--- src/rtl/cache_pkg.sv ---
`default_nettype none
// ============================================================================
// Module  : cache_pkg
// Brief   : Shared constants, refill state encoding and line-base helper.
// Revision: 1.0 - initial release
// ============================================================================
package cache_pkg;

    localparam int ADDR_W         = 32;
    localparam int DATA_W         = 32;
    localparam int WORDS_PER_LINE = 4;
    localparam int IDX_W          = $clog2(WORDS_PER_LINE);
    localparam int OFFSET_W       = IDX_W + 2;

    typedef enum logic [1:0] {
        ST_IDLE = 2'd0,
        ST_WB   = 2'd1,
        ST_FILL = 2'd2,
        ST_DONE = 2'd3
    } refill_state_t;

    function automatic logic [ADDR_W-1:0] line_base(input logic [ADDR_W-1:0] addr);
        return {addr[ADDR_W-1:OFFSET_W], {OFFSET_W{1'b0}}};
    endfunction

endpackage
`default_nettype wire

--- src/rtl/cache_refill_unit.sv ---
`default_nettype none
// ============================================================================
// Module  : cache_refill_unit
// Brief   : Miss handler: optional victim write-back, then critical-word-first
//           line fetch streamed back to the cache controller.
// Revision: 1.0 - initial release
// ============================================================================
module cache_refill_unit
    import cache_pkg::*;
(
    input  logic              clk,
    input  logic              rst_b,
    input  logic              req_valid,
    output logic              req_ready,
    input  logic [ADDR_W-1:0] req_addr,
    input  logic              req_wb,
    input  logic [ADDR_W-1:0] wb_addr,
    output logic [IDX_W-1:0]  wb_rd_idx,
    input  logic [DATA_W-1:0] wb_rd_data,
    output logic              fill_valid,
    output logic [IDX_W-1:0]  fill_idx,
    output logic [DATA_W-1:0] fill_data,
    output logic              done,
    output logic              mem_req,
    output logic              mem_we,
    output logic [ADDR_W-1:0] mem_addr,
    output logic [DATA_W-1:0] mem_wdata,
    input  logic              mem_ack,
    input  logic [DATA_W-1:0] mem_rdata
);

    refill_state_t     r_state;
    refill_state_t     w_next;
    logic [ADDR_W-1:0] r_miss_base;
    logic [ADDR_W-1:0] r_victim_base;
    logic [IDX_W-1:0]  r_crit;
    logic [IDX_W-1:0]  r_cnt;
    logic              r_fill_valid;
    logic [IDX_W-1:0]  r_fill_idx;
    logic [DATA_W-1:0] r_fill_data;

    logic [IDX_W-1:0]  w_fill_word;
    logic              w_last;

    // Power-of-two line size: the narrow add wraps the index for free.
    assign w_fill_word = r_crit + r_cnt;
    assign w_last      = (r_cnt == IDX_W'(WORDS_PER_LINE - 1));

    always_ff @(posedge clk or negedge rst_b) begin
        if (!rst_b) begin
            r_state <= ST_IDLE;
        end else begin
            r_state <= w_next;
        end
    end

    always_comb begin
        w_next    = r_state;
        req_ready = 1'b0;
        mem_req   = 1'b0;
        mem_we    = 1'b0;
        mem_addr  = '0;
        mem_wdata = '0;
        wb_rd_idx = '0;
        done      = 1'b0;
        case (r_state)
            ST_IDLE: begin
                req_ready = 1'b1;
                if (req_valid) begin
                    w_next = req_wb ? ST_WB : ST_FILL;
                end
            end
            ST_WB: begin
                mem_req   = 1'b1;
                mem_we    = 1'b1;
                mem_addr  = r_victim_base + (ADDR_W'(r_cnt) << 2);
                wb_rd_idx = r_cnt;
                mem_wdata = wb_rd_data;
                if (mem_ack && w_last) begin
                    w_next = ST_FILL;
                end
            end
            ST_FILL: begin
                mem_req  = 1'b1;
                mem_addr = r_miss_base + (ADDR_W'(w_fill_word) << 2);
                if (mem_ack && w_last) begin
                    w_next = ST_DONE;
                end
            end
            ST_DONE: begin
                done   = 1'b1;
                w_next = ST_IDLE;
            end
            default: w_next = ST_IDLE;
        endcase
    end

    always_ff @(posedge clk or negedge rst_b) begin
        if (!rst_b) begin
            r_miss_base   <= '0;
            r_victim_base <= '0;
            r_crit        <= '0;
            r_cnt         <= '0;
            r_fill_valid  <= 1'b0;
            r_fill_idx    <= '0;
            r_fill_data   <= '0;
        end else begin
            r_fill_valid <= 1'b0;
            case (r_state)
                ST_IDLE: begin
                    if (req_valid) begin
                        r_miss_base   <= line_base(req_addr);
                        r_victim_base <= line_base(wb_addr);
                        r_crit        <= req_addr[OFFSET_W-1:2];
                        r_cnt         <= '0;
                    end
                end
                ST_WB: begin
                    if (mem_ack) begin
                        r_cnt <= w_last ? '0 : r_cnt + IDX_W'(1);
                    end
                end
                ST_FILL: begin
                    if (mem_ack) begin
                        r_cnt        <= w_last ? '0 : r_cnt + IDX_W'(1);
                        r_fill_valid <= 1'b1;
                        r_fill_idx   <= w_fill_word;
                        r_fill_data  <= mem_rdata;
                    end
                end
                default: ;
            endcase
        end
    end

    assign fill_valid = r_fill_valid;
    assign fill_idx   = r_fill_idx;
    assign fill_data  = r_fill_data;

endmodule
`default_nettype wire

--- config.mk ---
export PLATFORM = sky130hd
export DESIGN_NAME = cache_refill_unit
export DESIGN_NICKNAME = d
export VERILOG_FILES = /design/src/rtl/cache_pkg.sv /design/src/rtl/cache_refill_unit.sv
export SDC_FILE = /design/constraint.sdc
export NUM_CORES = 1
export LEC_CHECK = 0
export CORE_MARGIN = 5
export CORE_UTILIZATION = 30
export CTS_CLUSTER_SIZE = 28
export DETAILED_ROUTE_END_ITERATION = 10
export HOLD_SLACK_MARGIN = 0.12
export PLACE_DENSITY = 0.74
export SETUP_SLACK_MARGIN = 0.5
export SKIP_CTS_REPAIR_TIMING = 1
export SLEW_MARGIN = 25
export SYNTH_ARGS = -nofsm -noshare
export SYNTH_HDL_FRONTEND = slang
export SYNTH_SLANG_ARGS = --single-unit
--- constraint.sdc ---
create_clock -name clk -period 3.2 [get_ports clk]
set_input_delay 0.32 -clock clk [delete_from_list [all_inputs] [get_ports clk]]
set_output_delay 0.32 -clock clk [all_outputs]
set_load 0.05 [all_outputs]
==> out/results.txt <==
IO buf count = 229
Synth Area in Adders = 0.0194
Register area share after synthesis = 0.538
YS warnings = 0
CTS tree = done
Shortest period the worst path allows = 2.57 ns
Antenna violations before repair = 0
Reg2reg start = r_state[0]
Vias per cell = 4.74
Number of buffers created by CTS = 9
Top fanout value on the critical path = 7
Largest net degree at the start of global routing = 62
Fmax = 0.388 GHz
Synth Area in XOR/XNOR = 0.00526
Max-cap violations = 0
Outcome = completed
Core footprint = 14600 µm²
Final setup viols = 0
Req. time, crit path = 2.88 ns
Synth Cell Area = 4520 µm²
Area of the multi-input gates = 1950 µm²
Reg2reg setup slack = 1.00 ns
ANT cells = 0
Dpl hpwl = 10000 µm
Commonest non-fill, non-tap cell in the layout = clkdlybuf4s50_1
Final Hold Vio Count = 0
Leak pwr = 3.63 nW
Num Clock Sinks = 97
Starting DRC count in detailed routing = 66
FF/Latch Area = 2430 µm²
Yosys reg bits = 97
H-tree depth = 3
Fillers = 1271
# IOs = 238
Fin worst setup slack = 0.626 ns
Number of global-route vias before repair = 4042
Starting Density = 0.308
Clock skew = 0.00469 ns
CTS Root Cell = clkbuf_16
Worst slew pin tran = 0.909 ns
Slew HR = 0.394
Worst-skew pair later-pin latency = 0.34 ns
Crit. End Element = output pin
Crit path cell chain = inv_1 > ha_1 > clkdlybuf4s50_1
Largest family of logic cells by synthesized area = multiplexers
DR WL/cell = 18.0 µm
DRC violations left = 0
Most frequent cells in the layout = clkdlybuf4s50_1 (169), dfrtp_1 (97), mux2_2 (73)
RSZ-0062 raised after global routing = no
Total track usage = 0.152
Synth cell types = 26
Drt pass-1 iters = 4
Ratio of cells with drive above 1 in the final layout = 0.270
Area Growth Syn to Fin = 62.2%
Largest stage delay on the critical path = 0.93 ns
Post-synthesis mux area share = 0.255
Core Util, Final = 0.500
Rows = 44
Die area = 17600 µm²
Post-route cell area = 7320 µm²
Synth Area in Compound Gates = 0.0582
Clk buf depth = 2
Period Utilization, post-route = 0.804
Worst Path Arrival = 2.25 ns
GPL Wtd Cong = 0.782
DR vias = 3579
CP startpoint kind = flop
Worst VDD drop = 597 µV
Synth Instances = 343
Antenna Nets Post-Route = 0
Pwr dens = 1200 nW/µm²
Die H = 133 µm
WP buf/inv = 2
Worst r2r path cells = 4
Final WL = 13600 µm
Clock-pin slew on the worst setup and hold paths = 0.07 ns
Synth Area in Simple Gates = 0.0865
Family with the most delay on the worst path = buffers and inverters
RR Endpoint = r_victim_base[24]
Worst Hold Class = input port to asynchronous set/reset pin
First-pass GRT wire length = 21300 µm
Avg Cell Area, Syn = 13.2 µm²
Worst path slowest cell = clkdlybuf4s50_1
Max Transition Viols Final = 0
Setup CP Type = flop to output pin
Placed inst area = 6900 µm²
Horiz. Die Dim = 133 µm
Fin nets = 706
Setup TNS = 0 ns
Pre-CTS WS = 0.620 ns
GRT Residual Overflow = 0
==> worst reg2reg max path, delay by kind of cell (launching register included) <==
kind | cells | cell delay (ns)
buf+inv | 1 | 0.14
mux | 1 | 0.58
flops | 1 | 0.43
simple gates | 1 | 0.53
fa+ha+maj | 1 | 0.41
==> layer usage <==
metal  vias to the layer above  share of wire  routed length, µm  GRT usage
met3                        16          0.075               1020     0.0478
met1                      1770           0.40               5430      0.170
met2                       164           0.51               6930      0.271
li1                       1629              -                  -          -
met4                         0          0.016                216     0.0577
met5                         -              0                  0          0
==> where the power goes <==
part           internal [W]  switching [W]  leakage (nW)  total, W
clock network      0.000708       0.000479         0.155   0.00119
logic               0.00210        0.00329          2.33   0.00540
registers           0.00186       0.000347          1.15   0.00221
total               0.00467        0.00412          3.63   0.00879
==> cells in the mapped netlist <==
master / count / area (µm²)
buf_2: 4 / 20.0
and3_1: 1 / 6.26
or4_1: 1 / 7.51
xor3_1: 1 / 23.8
and2_1: 34 / 213
buf_6: 4 / 45.0
nand4_1: 1 / 6.26
ha_1: 7 / 87.6
nand2_1: 3 / 11.3
a21oi_1: 3 / 15.0
nor2b_4: 1 / 13.8
mux2_4: 20 / 300
buf_4: 5 / 37.5
clkbuf_2: 1 / 5.00
nand2_2: 2 / 12.5
nor2_1: 32 / 120
o21ai_0: 1 / 5.00
a22oi_1: 28 / 210
inv_1: 4 / 15.0
mux2i_1: 3 / 30.0
clkbuf_1: 12 / 45.0
o211ai_1: 2 / 15.0
conb_1: 1 / 3.75
a2bb2oi_1: 2 / 17.5
dfrtp_1: 97 / 2430
mux2_2: 73 / 822
==> logic make-up after synthesis <==
family | Yosys count
DFF | 97
AOI/OAI and AO/OA | 36
muxes | 96
xor gates and xnor gates | 1
and+or+nand+nor | 75
other | 1
adders and majority gates | 7
buffers and inverters | 30
==> how the worst max path moves through the flow <==
stage,start,to,slack [ns],depth (start not counted)
final,r_state[0],req_ready,0.63,3
after global routing,r_state[0],req_ready,0.56,3
after CTS,r_state[1],wb_rd_idx[1],0.23,4
after detailed placement,r_state[1],wb_rd_idx[1],0.62,4
after global placement,r_state[1],wb_rd_idx[1],0.69,4
after floorplan,r_state[1],mem_addr[11],0.64,6
==> state kept, by name, indices dropped and copies added, names as in the netlist <==
name,flops
fill_data,32
r_miss_base,28
r_victim_base,28
fill_idx,2
r_cnt,2
r_crit,2
r_state,2
fill_valid,1
==> metrics by stage <==
| step | cells | hold WS, ns | total power (W) |
|---|---|---|---|
| CTS | 754 | 0.0795 | 0.00887 |
| finish | 755 | 0.0490 | 0.00879 |
| global placement | 738 | 0.452 | 0.00754 |
| detailed placement | 738 | 0.461 | 0.00766 |
| global route | 755 | 0.128 | 0.00925 |
| floorplan | 344 | 0.0244 | 0.00591 |
==> cell type report <==
type / count / area share
Clock inverter: 6 / 0.0121
Clock buffer: 10 / 0.0326
Sequential cell: 97 / 0.331
Timing Repair Buffer: 237 / 0.324
Inverter: 4 / 0.00205
Tap cell: 184 / 0.0314
Multi-Input combinational cell: 217 / 0.266
No activity file was read; power rests on OpenSTA's default activity.
